File: config.mk
export PLATFORM = sky130hd
export DESIGN_NAME = gf7_mult_serial
export DESIGN_NICKNAME = d
export VERILOG_FILES = /design/src/rtl/gf7_mult_serial.sv
export SDC_FILE = /design/constraint.sdc
export NUM_CORES = 1
export LEC_CHECK = 0
export ABC_AREA = 1
export CORE_MARGIN = 2
export CORE_UTILIZATION = 56
export CTS_CLUSTER_SIZE = 24
export DETAILED_ROUTE_END_ITERATION = 8
export GPL_ROUTABILITY_DRIVEN = 1
export HOLD_SLACK_MARGIN = 0.05
export PLACE_DENSITY = 0.86
export SYNTH_ARGS = -nofsm -noshare
export SYNTH_HDL_FRONTEND = slang
export SYNTH_SLANG_ARGS = --single-unit
File: constraint.sdc
create_clock -name clk -period 4.8 [get_ports clk]
set_clock_uncertainty 0.15 [all_clocks]
set_input_delay 0.48 -clock clk [delete_from_list [all_inputs] [get_ports clk]]
set_output_delay 0.48 -clock clk [all_outputs]
set_load 0.02 [all_outputs]
File: src/rtl/gf7_mult_serial.sv
`default_nettype none
// ============================================================================
// Module   : gf7_mult_serial
// Brief    : MSB-first serial GF(2^7) multiplier, P(x)=x^7+x+1. Define
//            GF7_MULT_RADIX4_EN to process two multiplier bits per cycle.
// Revision : 1.0 - initial release
// ============================================================================
module gf7_mult_serial (
    input  logic       clk,
    input  logic       rst,
    input  logic       load,
    input  logic [6:0] a,
    input  logic [6:0] b,
    output logic       busy,
    output logic       done,
    output logic [6:0] p,
    output logic       is_one
);

    localparam int         W    = 7;
    localparam logic [7:0] POLY = 8'h83;
    localparam logic [6:0] RED  = POLY[6:0];

`ifdef GF7_MULT_RADIX4_EN
    localparam logic [2:0] CNT_INIT = 3'd3;
`else
    localparam logic [2:0] CNT_INIT = 3'd6;
`endif

    typedef enum logic [1:0] {
        S_IDLE = 2'd0,
        S_RUN  = 2'd1,
        S_DONE = 2'd2
    } state_t;

    state_t         r_state;
    state_t         w_state_nxt;
    logic           w_accept;
    logic           w_last;
    logic [W-1:0]   r_a;
    logic [W-1:0]   r_b;
    logic [W-1:0]   r_acc;
    logic [2:0]     r_cnt;
    logic [W-1:0]   w_acc_nxt;

    // Multiply by x with reduction applied on x^7 overflow.
    function automatic logic [W-1:0] xtime(input logic [W-1:0] v);
        return {v[W-2:0], 1'b0} ^ (v[W-1] ? RED : '0);
    endfunction

`ifdef GF7_MULT_RADIX4_EN
    logic [W:0]   w_b8;
    logic [2:0]   w_idx_hi;
    logic [2:0]   w_idx_lo;
    assign w_b8      = {1'b0, r_b};
    assign w_idx_hi  = {r_cnt[1:0], 1'b1};
    assign w_idx_lo  = {r_cnt[1:0], 1'b0};
    assign w_acc_nxt = xtime(xtime(r_acc) ^ (w_b8[w_idx_hi] ? r_a : '0))
                       ^ (w_b8[w_idx_lo] ? r_a : '0);
`else
    assign w_acc_nxt = xtime(r_acc) ^ (r_b[r_cnt] ? r_a : '0);
`endif

    assign w_last = (r_cnt == 3'd0);

    always_comb begin
        w_state_nxt = r_state;
        w_accept    = 1'b0;
        case (r_state)
            S_IDLE: begin
                if (load) begin
                    w_accept    = 1'b1;
                    w_state_nxt = S_RUN;
                end
            end
            S_RUN: begin
                if (w_last) begin
                    w_state_nxt = S_DONE;
                end
            end
            S_DONE: begin
                w_accept    = load;
                w_state_nxt = load ? S_RUN : S_IDLE;
            end
            default: begin
                w_state_nxt = S_IDLE;
            end
        endcase
    end

    always_ff @(posedge clk) begin
        if (rst) begin
            r_state <= S_IDLE;
            r_a     <= '0;
            r_b     <= '0;
            r_acc   <= '0;
            r_cnt   <= '0;
            p       <= '0;
            is_one  <= 1'b0;
        end else begin
            r_state <= w_state_nxt;
            if (w_accept) begin
                r_a   <= a;
                r_b   <= b;
                r_acc <= '0;
                r_cnt <= CNT_INIT;
            end else if (r_state == S_RUN) begin
                r_acc <= w_acc_nxt;
                r_cnt <= r_cnt - 3'd1;
                if (w_last) begin
                    p      <= w_acc_nxt;
                    is_one <= (w_acc_nxt == 7'h01);
                end
            end
        end
    end

    // Status flags are decoded straight from the state register.
    assign busy = (r_state == S_RUN);
    assign done = (r_state == S_DONE);

endmodule
`default_nettype wire
# Word-level counts from Yosys, hierarchy flattened
# Cells that the tools add are included.
[word_totals] reg_bits=34 word_cells=36 input_bits=17 output_inout_bits=10
[op_classes] n_eq_ne=5 magnitude_cmp=1 add_sub_neg=1 muxes=12 bitwise_logic=3 n_reduce_logical=6
[op_table] op="$eq A7 B1 Y1 const B" count=1
[op_table] op="$mux W7" count=1
[op_table] op="$xor A7 B2 Y7" count=1
[op_table] op="$xor A7 B7 Y7" count=1
[op_table] op="$mux W2" count=3
[op_table] op="$mux W3" count=2
[op_table] op="$pmux W2 S3" count=1
[op_table] op="$lt A3 B4 Y1 const B" count=1
[op_table] op="$bmux W1 S3" count=1
[op_table] op="$logic_not A3 Y1" count=1
[op_table] op="$mux W1" count=3
[op_table] op="$reduce_and A3 Y1" count=1
[op_table] op="$sub A3 B1 Y3 const B" count=1
[op_table] op="$eq A2 B1 Y1 const B" count=1
[op_table] op="$eq A2 B2 Y1 const B" count=1
[op_table] op="$logic_not A2 Y1" count=1
[op_table] op="$ne A2 B1 Y1 const B" count=1
[op_table] op="$ne A2 B2 Y1 const B" count=1
[op_table] op="$pmux W1 S2" count=1
[op_table] op="$reduce_and A2 Y1" count=1
[op_table] op="$reduce_bool A2 Y1" count=1
[op_table] op="$reduce_or A2 Y1" count=1
[op_table] op="$not A1 Y1" count=1

# Depth between registers and ports, before layout
# Gate-level depths: netlist (run 1).
[logic_depth] depth_word=5 ltp_mapped=13 ltp_nobuf=13

# Least setup slack after synthesis (run 1)
# Ideal clock, no wire load.
[synth_path] path_type="reg-to-reg" from="register r_state[0]" to="register p[1]" arrival_ps=1312 path_buffers=0 path_stages_with_launch=9 slack_ps=3269 t_required_ps=4581 synth_period_minus_slack_ps=1531 path_cell_list="dfxtp_1 -> inv_1 -> nor2_4 -> inv_2 -> nor3_4 -> inv_2 -> nor2_1 -> inv_1 -> o21ai_1"
[synth_lines] element="start, declared" line="36" rtl="state_t r_state;"
[synth_lines] element="start signal, assigned" line="101" rtl="r_state <= w_state_nxt;"
[synth_lines] element="$eq A2 B1 Y1"
[synth_lines] element="net busy" line="14" rtl="output logic busy,"
[synth_lines] element="$reduce_and A3 Y1 (no line)"
[synth_lines] element="end signal, assigned" line="111" rtl="p <= w_acc_nxt;"
[synth_lines] element="end, declared" line="16" rtl="output logic [6:0] p,"
# The timed path passes the listed nets, and every way through them passes these cells.
# A chain may end at the register's enable or synchronous reset.

# Worst setup path after layout (run 1)
[layout_path] from="register r_state[0]" to="output busy"
[layout_between] elab_chain_cells=1
[layout_lines] element="$eq A2 B1 Y1" line="119" rtl="assign busy = (r_state == S_RUN);"
[layout_lines] element="end, declared" line="14"
# Every way passes these cells.

==> run metrics, run 1 <==
drt drc 0; EDFF count, synth 0; initial antenna violation count 0; reg2reg path depth 6; Core Area 2730 um2; Async SR Flop Fraction 0%; total power 600 uW; total number of vias 1430; PortBufs 26; initial DRC count 64; outcome finished clean; crit path DAT 1.58 ns; Worst-Margin Slew 0.700 ns; Crit. Startpoint r_state[0]; Slowest cell on crit path clkdlybuf4s50_1; Final setup viols 0; #FFs+latches synth 34; largest net degree at the start of global routing 26; Peak VDD IR 0.273 mV; R2R Path End r_acc[4]; crit path time final 2.21 ns; Crit Path Class reg -> out; layout cell share with drive strength beyond 1 9.39%; Final #Nets 265; wire per inst 11.5 um; CTS Buf Count 5; Max Cap Viol 0; initial core utilization 58.5%; unrepaired setup endpoints after global routing false; first-pass GRT wire length 5510 um; DP Wirelength 2220 um; FILL cells 213; Synth area leaders dfxtp_1, inv_1, o21ai_0; Mean Syn Cell Area 7.27 um2; Synth Cell Area 1600 um2; FP Rows 19; Syn. warnings 0; area leader, netlist dfxtp_1; WP data required 4.17 ns; worst setup path endpoint busy; max-slew violations 0; Post-synth top flop dfxtp_1; Clock Path Buffers 2; postcts setup bufs 0; vias in the first global route 1269; die height 57.4 um; H-tree depth 2; Tcrit/Tclk final 46.0%; Post-CTS Resized 0; Die Area 3300 um2; post-synthesis net count 239; total length of routed wires 3170 um; top fanout value on the critical path 8; grt total ovfl 0; hold_ws 0.310 ns; Synth top cells by count inv_1, dfxtp_1, nand2_1; cell total after placement 270; pwr dens 315 nW/um2; Fin. Hold Viols 0; FF-to-FF Start r_state[0]; sequential area share after synthesis 42.6%; TritonCTS clock tree yes; Hold Path Class reg -> reg; GRT Total Usage 21.5%; max incr delay on CP 0.64 ns; antenna-violating nets left 0; vias per cell 5.18; most frequent cell after synthesis inv_1; First-pass DRT Iterations 4; relative slew slack 53.2%; startpoint types flop; Top-Level Pins 27; die width 57.4 um; area growth from synthesis to layout 19.1%; number of hold buffers added after CTS 0; R2R setup slack 2.94 ns; Finished Layout Cells 276; CP Cell Sequence inv_1 -> nor2_4 -> clkdlybuf4s50_1; # clock sinks 34; cells after synthesis 220; Leak Pwr 0.000869 uW; gpl congestion 0.775; Ant. Diodes 0; latest clock arrival within the worst-skew pair 0.33 ns; total negative slack 0 ns; fmax 453 MHz; kind of capture point of the worst setup path output pin; post-synth cell types 25; root buf cell clkbuf_4; Yosys top cell area share 42.6%; Reg clk slew, reported paths 0.09 ns
-- report_power, final --
group	internal [uW]	switching, uW	total [uW]
combinational	49.8	80.2	130
clock	65.9	88.1	154
sequential	302	13.6	316
total	418	182	600
-- how the worst min path moves through the flow --
stage,from,end,slack (ns),depth (start not counted)
floorplan,r_b[0],r_b[0],0.28,2
global placement,r_b[2],r_b[2],0.29,2
detailed placement,r_b[5],r_b[5],0.30,2
CTS,r_b[5],r_b[5],0.31,2
global route,r_b[2],r_b[2],0.33,2
finish,r_b[2],r_b[2],0.31,2
-- metal layers --
metal	global-route usage, %	vias up	part of all wire, %
met4	8.31	0	1.5
met2	34.4	37	46
met1	27.5	634	47
met3	6.12	6	5.4
li1	-	753	-
met5	0	-	0
-- metrics by stage --
step | util, % | setup slack, ns | instance area [um2]
after floorplan | - | 3.27 | 1600
after global routing | 69.7 | 2.52 | 1900
after detailed placement | 67.8 | 2.46 | 1850
after global placement | 67.8 | 2.52 | 1850
final | 69.7 | 2.59 | 1900
after CTS | 69.7 | 2.58 | 1900
-- critical path: cells and delay by family (launching register included) --
family                 cells  cell delay, ns
DFF                        1            0.34
buffers and inverters      2            0.71
and+or+nand+nor            1            0.19
-- sequential cells by signal (all words and copies together), names as in the netlist --
register  flops
r_acc         7
is_one        1
r_cnt         3
p             7
r_state       2
r_b           7
r_a           7
-- cells by family (layout without fill, tap and decap cells) --
group,Yosys count,in the layout,synth area share (%)
flip-flops,34,34,42.6
XOR/XNOR,1,1,0.548
buffers and inverters,49,74,12.7
adder cells (fa/ha/maj),2,2,1.56
AO/OA/AOI/OAI,46,46,14.9
AND/OR/NAND/NOR,88,88,27.7
-- placed cells by master (no fill, tap or decap) --
master           instances
clkdlybuf4s50_1         26
nand3_4                  1
nor2_4                   1
a21oi_1                 14
nand4_1                  6
nor2_1                  25
clkbuf_4                 5
inv_2                    5
nand4_2                  1
nand2_2                  2
ha_1                     2
o21ai_1                  4
nand2_1                 32
nand3_1                 13
inv_1                   37
dfxtp_1                 34
a21oi_2                  1
o211ai_1                 2
nor3_1                   1
nand3_2                  4
nor3_4                   1
xor2_1                   1
nand2_4                  1
o21ai_0                 25
clkbuf_8                 1
-- final cells by class --
class / instances / area, um2 / area share [%]
clock buffers: 6 / 51.3 / 2.69
inverters: 42 / 158 / 8.28
multi-input cells: 137 / 716 / 37.6
flip-flops and latches: 34 / 681 / 35.7
well taps: 31 / 38.8 / 2.04
repair buffers: 26 / 260 / 13.7
No activity file was read; power rests on OpenSTA's default activity.
==> run 2, diff against run 1 <==
--- a/config.mk
+++ b/config.mk
@@ -7,12 +7,12 @@
 export LEC_CHECK = 0
 export ABC_AREA = 1
 export CORE_MARGIN = 2
-export CORE_UTILIZATION = 56
+export CORE_UTILIZATION = 47
 export CTS_CLUSTER_SIZE = 24
 export DETAILED_ROUTE_END_ITERATION = 8
 export GPL_ROUTABILITY_DRIVEN = 1
 export HOLD_SLACK_MARGIN = 0.05
-export PLACE_DENSITY = 0.86
+export PLACE_DENSITY = 0.77
 export SYNTH_ARGS = -nofsm -noshare
 export SYNTH_HDL_FRONTEND = slang
 export SYNTH_SLANG_ARGS = --single-unit
==> constraint.sdc (replaced) <==
create_clock -name clk -period 1.96 [get_ports clk]
set_clock_uncertainty 0.15 [all_clocks]
set_input_delay 0.196 -clock clk [delete_from_list [all_inputs] [get_ports clk]]
set_output_delay 0.196 -clock clk [all_outputs]
set_load 0.02 [all_outputs]
==> run metrics, run 2 (same netlist as run 1, synthesis figures left out) <==
outcome finished clean; top fanout value on the critical path 2 (-6); Final #Nets 272 (+2.6%); gpl congestion 0.859 (+11%); Fin. Hold Viols 0 (unchanged); Core Area 3310 um2 (+21%); vias in the first global route 1259 (-0.79%); Die Area 3890 um2 (+18%); Hold Path Class reg -> reg; CTS Buf Count 5 (unchanged); hold_ws 0.312 ns (+0.00293 ns); initial antenna violation count 0 (unchanged); # clock sinks 34 (unchanged); placed cell area 1900 um2 (+2.6%); drt drc 0 (unchanged); PortBufs 26 (unchanged); fmax 561 MHz; startpoint types flop; vias per cell 4.86 (-6.2%); Peak VDD IR 0.449 mV (+65%); TritonCTS clock tree yes; R2R setup slack 0.19 ns (-2.75 ns); area growth from synthesis to layout 23.3%; number of hold buffers added after CTS 0 (unchanged); Crit Path Class reg -> out; Top-Level Pins 27 (unchanged); antenna-violating nets left 0 (unchanged); crit path time final 1.78 ns; Tcrit/Tclk final 91.0%; max-slew violations 0 (unchanged); pwr dens 740 nW/um2 (+130%); crit path DAT 1.44 ns (-0.14 ns); WP data required 1.61 ns (-2.56 ns); Max Cap Viol 0 (unchanged); Reg clk slew, reported paths 0.09 ns (about the same); FP Rows 21 (+2); grt total ovfl 0 (unchanged); initial DRC count 57 (-11%); layout cell share with drive strength beyond 1 11.5% (+2.1 points); initial core utilization 48.3% (-10 points); kind of capture point of the worst setup path output pin; total length of routed wires 3380 um (+6.7%); Leak Pwr 0.000914 uW (+5.2%); post-route cell area 1970 um2 (+3.5%); most common cell after layout, fill and taps aside inv_1; root buf cell clkbuf_4; die height 62.3 um (+8.5%); first-pass GRT wire length 5640 um (+2.4%); DP Wirelength 2380 um (+7.2%); wire per inst 11.3 um (-1.5%); largest net degree at the start of global routing 23 (-12%); Final setup viols 0 (unchanged); commonest cells after routing, fill and taps aside inv_1, dfxtp_1, nand2_1; die width 62.3 um (+8.5%); First-pass DRT Iterations 4 (unchanged); Ant. Diodes 0 (unchanged); H-tree depth 2 (unchanged); Clock Path Buffers 2 (unchanged); GRT Total Usage 18.5% (-3.0 points); relative slew slack 79.9% (+27 points); Worst-Margin Slew 0.301 ns (-0.398 ns); total number of vias 1453 (+1.6%); latest clock arrival within the worst-skew pair 0.34 ns (about the same)
run 2: final cells by class:
class                           instances  area (um2)
Fill cell                             325        1340
Inverter                               42         158
Tap cell                               46        57.6
Sequential cell                        34         681
Multi-Input combinational cell        137         716
Timing Repair Buffer                   33         315
Clock buffer                            7        45.0
run 2: routing by layer:
layer	GRT usage (%)	share of wire [%]	wire, um	vias up
met4	8.61	1.6	54	0
met3	7.07	7.2	243	5
met2	27.6	44	1480	40
li1	-	-	-	762
met5	0	0	0	-
met1	23.8	48	1610	646
run 2: critical path: stages, from the launching register on:
cell and delay [ns]:
dfxtp_1 0.37, inv_1 0.05, nor2_1 0.08, clkdlybuf4s50_1 0.60
run 2: timing repair:
item,4_1_cts,5_1_grt
setup endpoints to repair,0,5
gates resized for setup,0,1
setup buffers,0,3
run 2: stage by stage:
step	TNS [ns]	instances	power, uW	util [%]	setup WS (ns)
final	0	299	1460	59.6	0.177
after global routing	-0.00936	299	1550	59.6	-0.00483
after CTS	0	296	1470	58.8	0.00947
after detailed placement	0	289	1120	57.4	0.141
after global placement	0	289	1110	57.4	0.107
after floorplan	0	220	1020	-	0.429
run 2: power by group:
part / total (uW) / leakage (uW) / switching [uW] / internal, uW
Clock: 350 / 0.0000254 / 215 / 135
Combinational: 335 / 0.000609 / 201 / 134
Sequential: 774 / 0.000279 / 33.5 / 741
Total: 1460 / 0.000914 / 449 / 1010
run 2: worst paths after layout:
check             start     end  cells after the start
max          r_state[1]    done                      3
min              r_b[5]  r_b[5]                      2
max reg2reg  r_state[0]  is_one                      9
min reg2reg      r_b[5]  r_b[5]                      2
==> run 3, diff against run 2 <==
--- a/config.mk
+++ b/config.mk
@@ -11,8 +11,9 @@
 export CTS_CLUSTER_SIZE = 24
 export DETAILED_ROUTE_END_ITERATION = 8
 export GPL_ROUTABILITY_DRIVEN = 1
-export HOLD_SLACK_MARGIN = 0.05
+export HOLD_SLACK_MARGIN = 0.03
 export PLACE_DENSITY = 0.77
+export SLEW_MARGIN = 20
 export SYNTH_ARGS = -nofsm -noshare
 export SYNTH_HDL_FRONTEND = slang
 export SYNTH_SLANG_ARGS = --single-unit
==> results of run 3 <==
No change in the layout: final DEF, timing and power equal those of run 2.
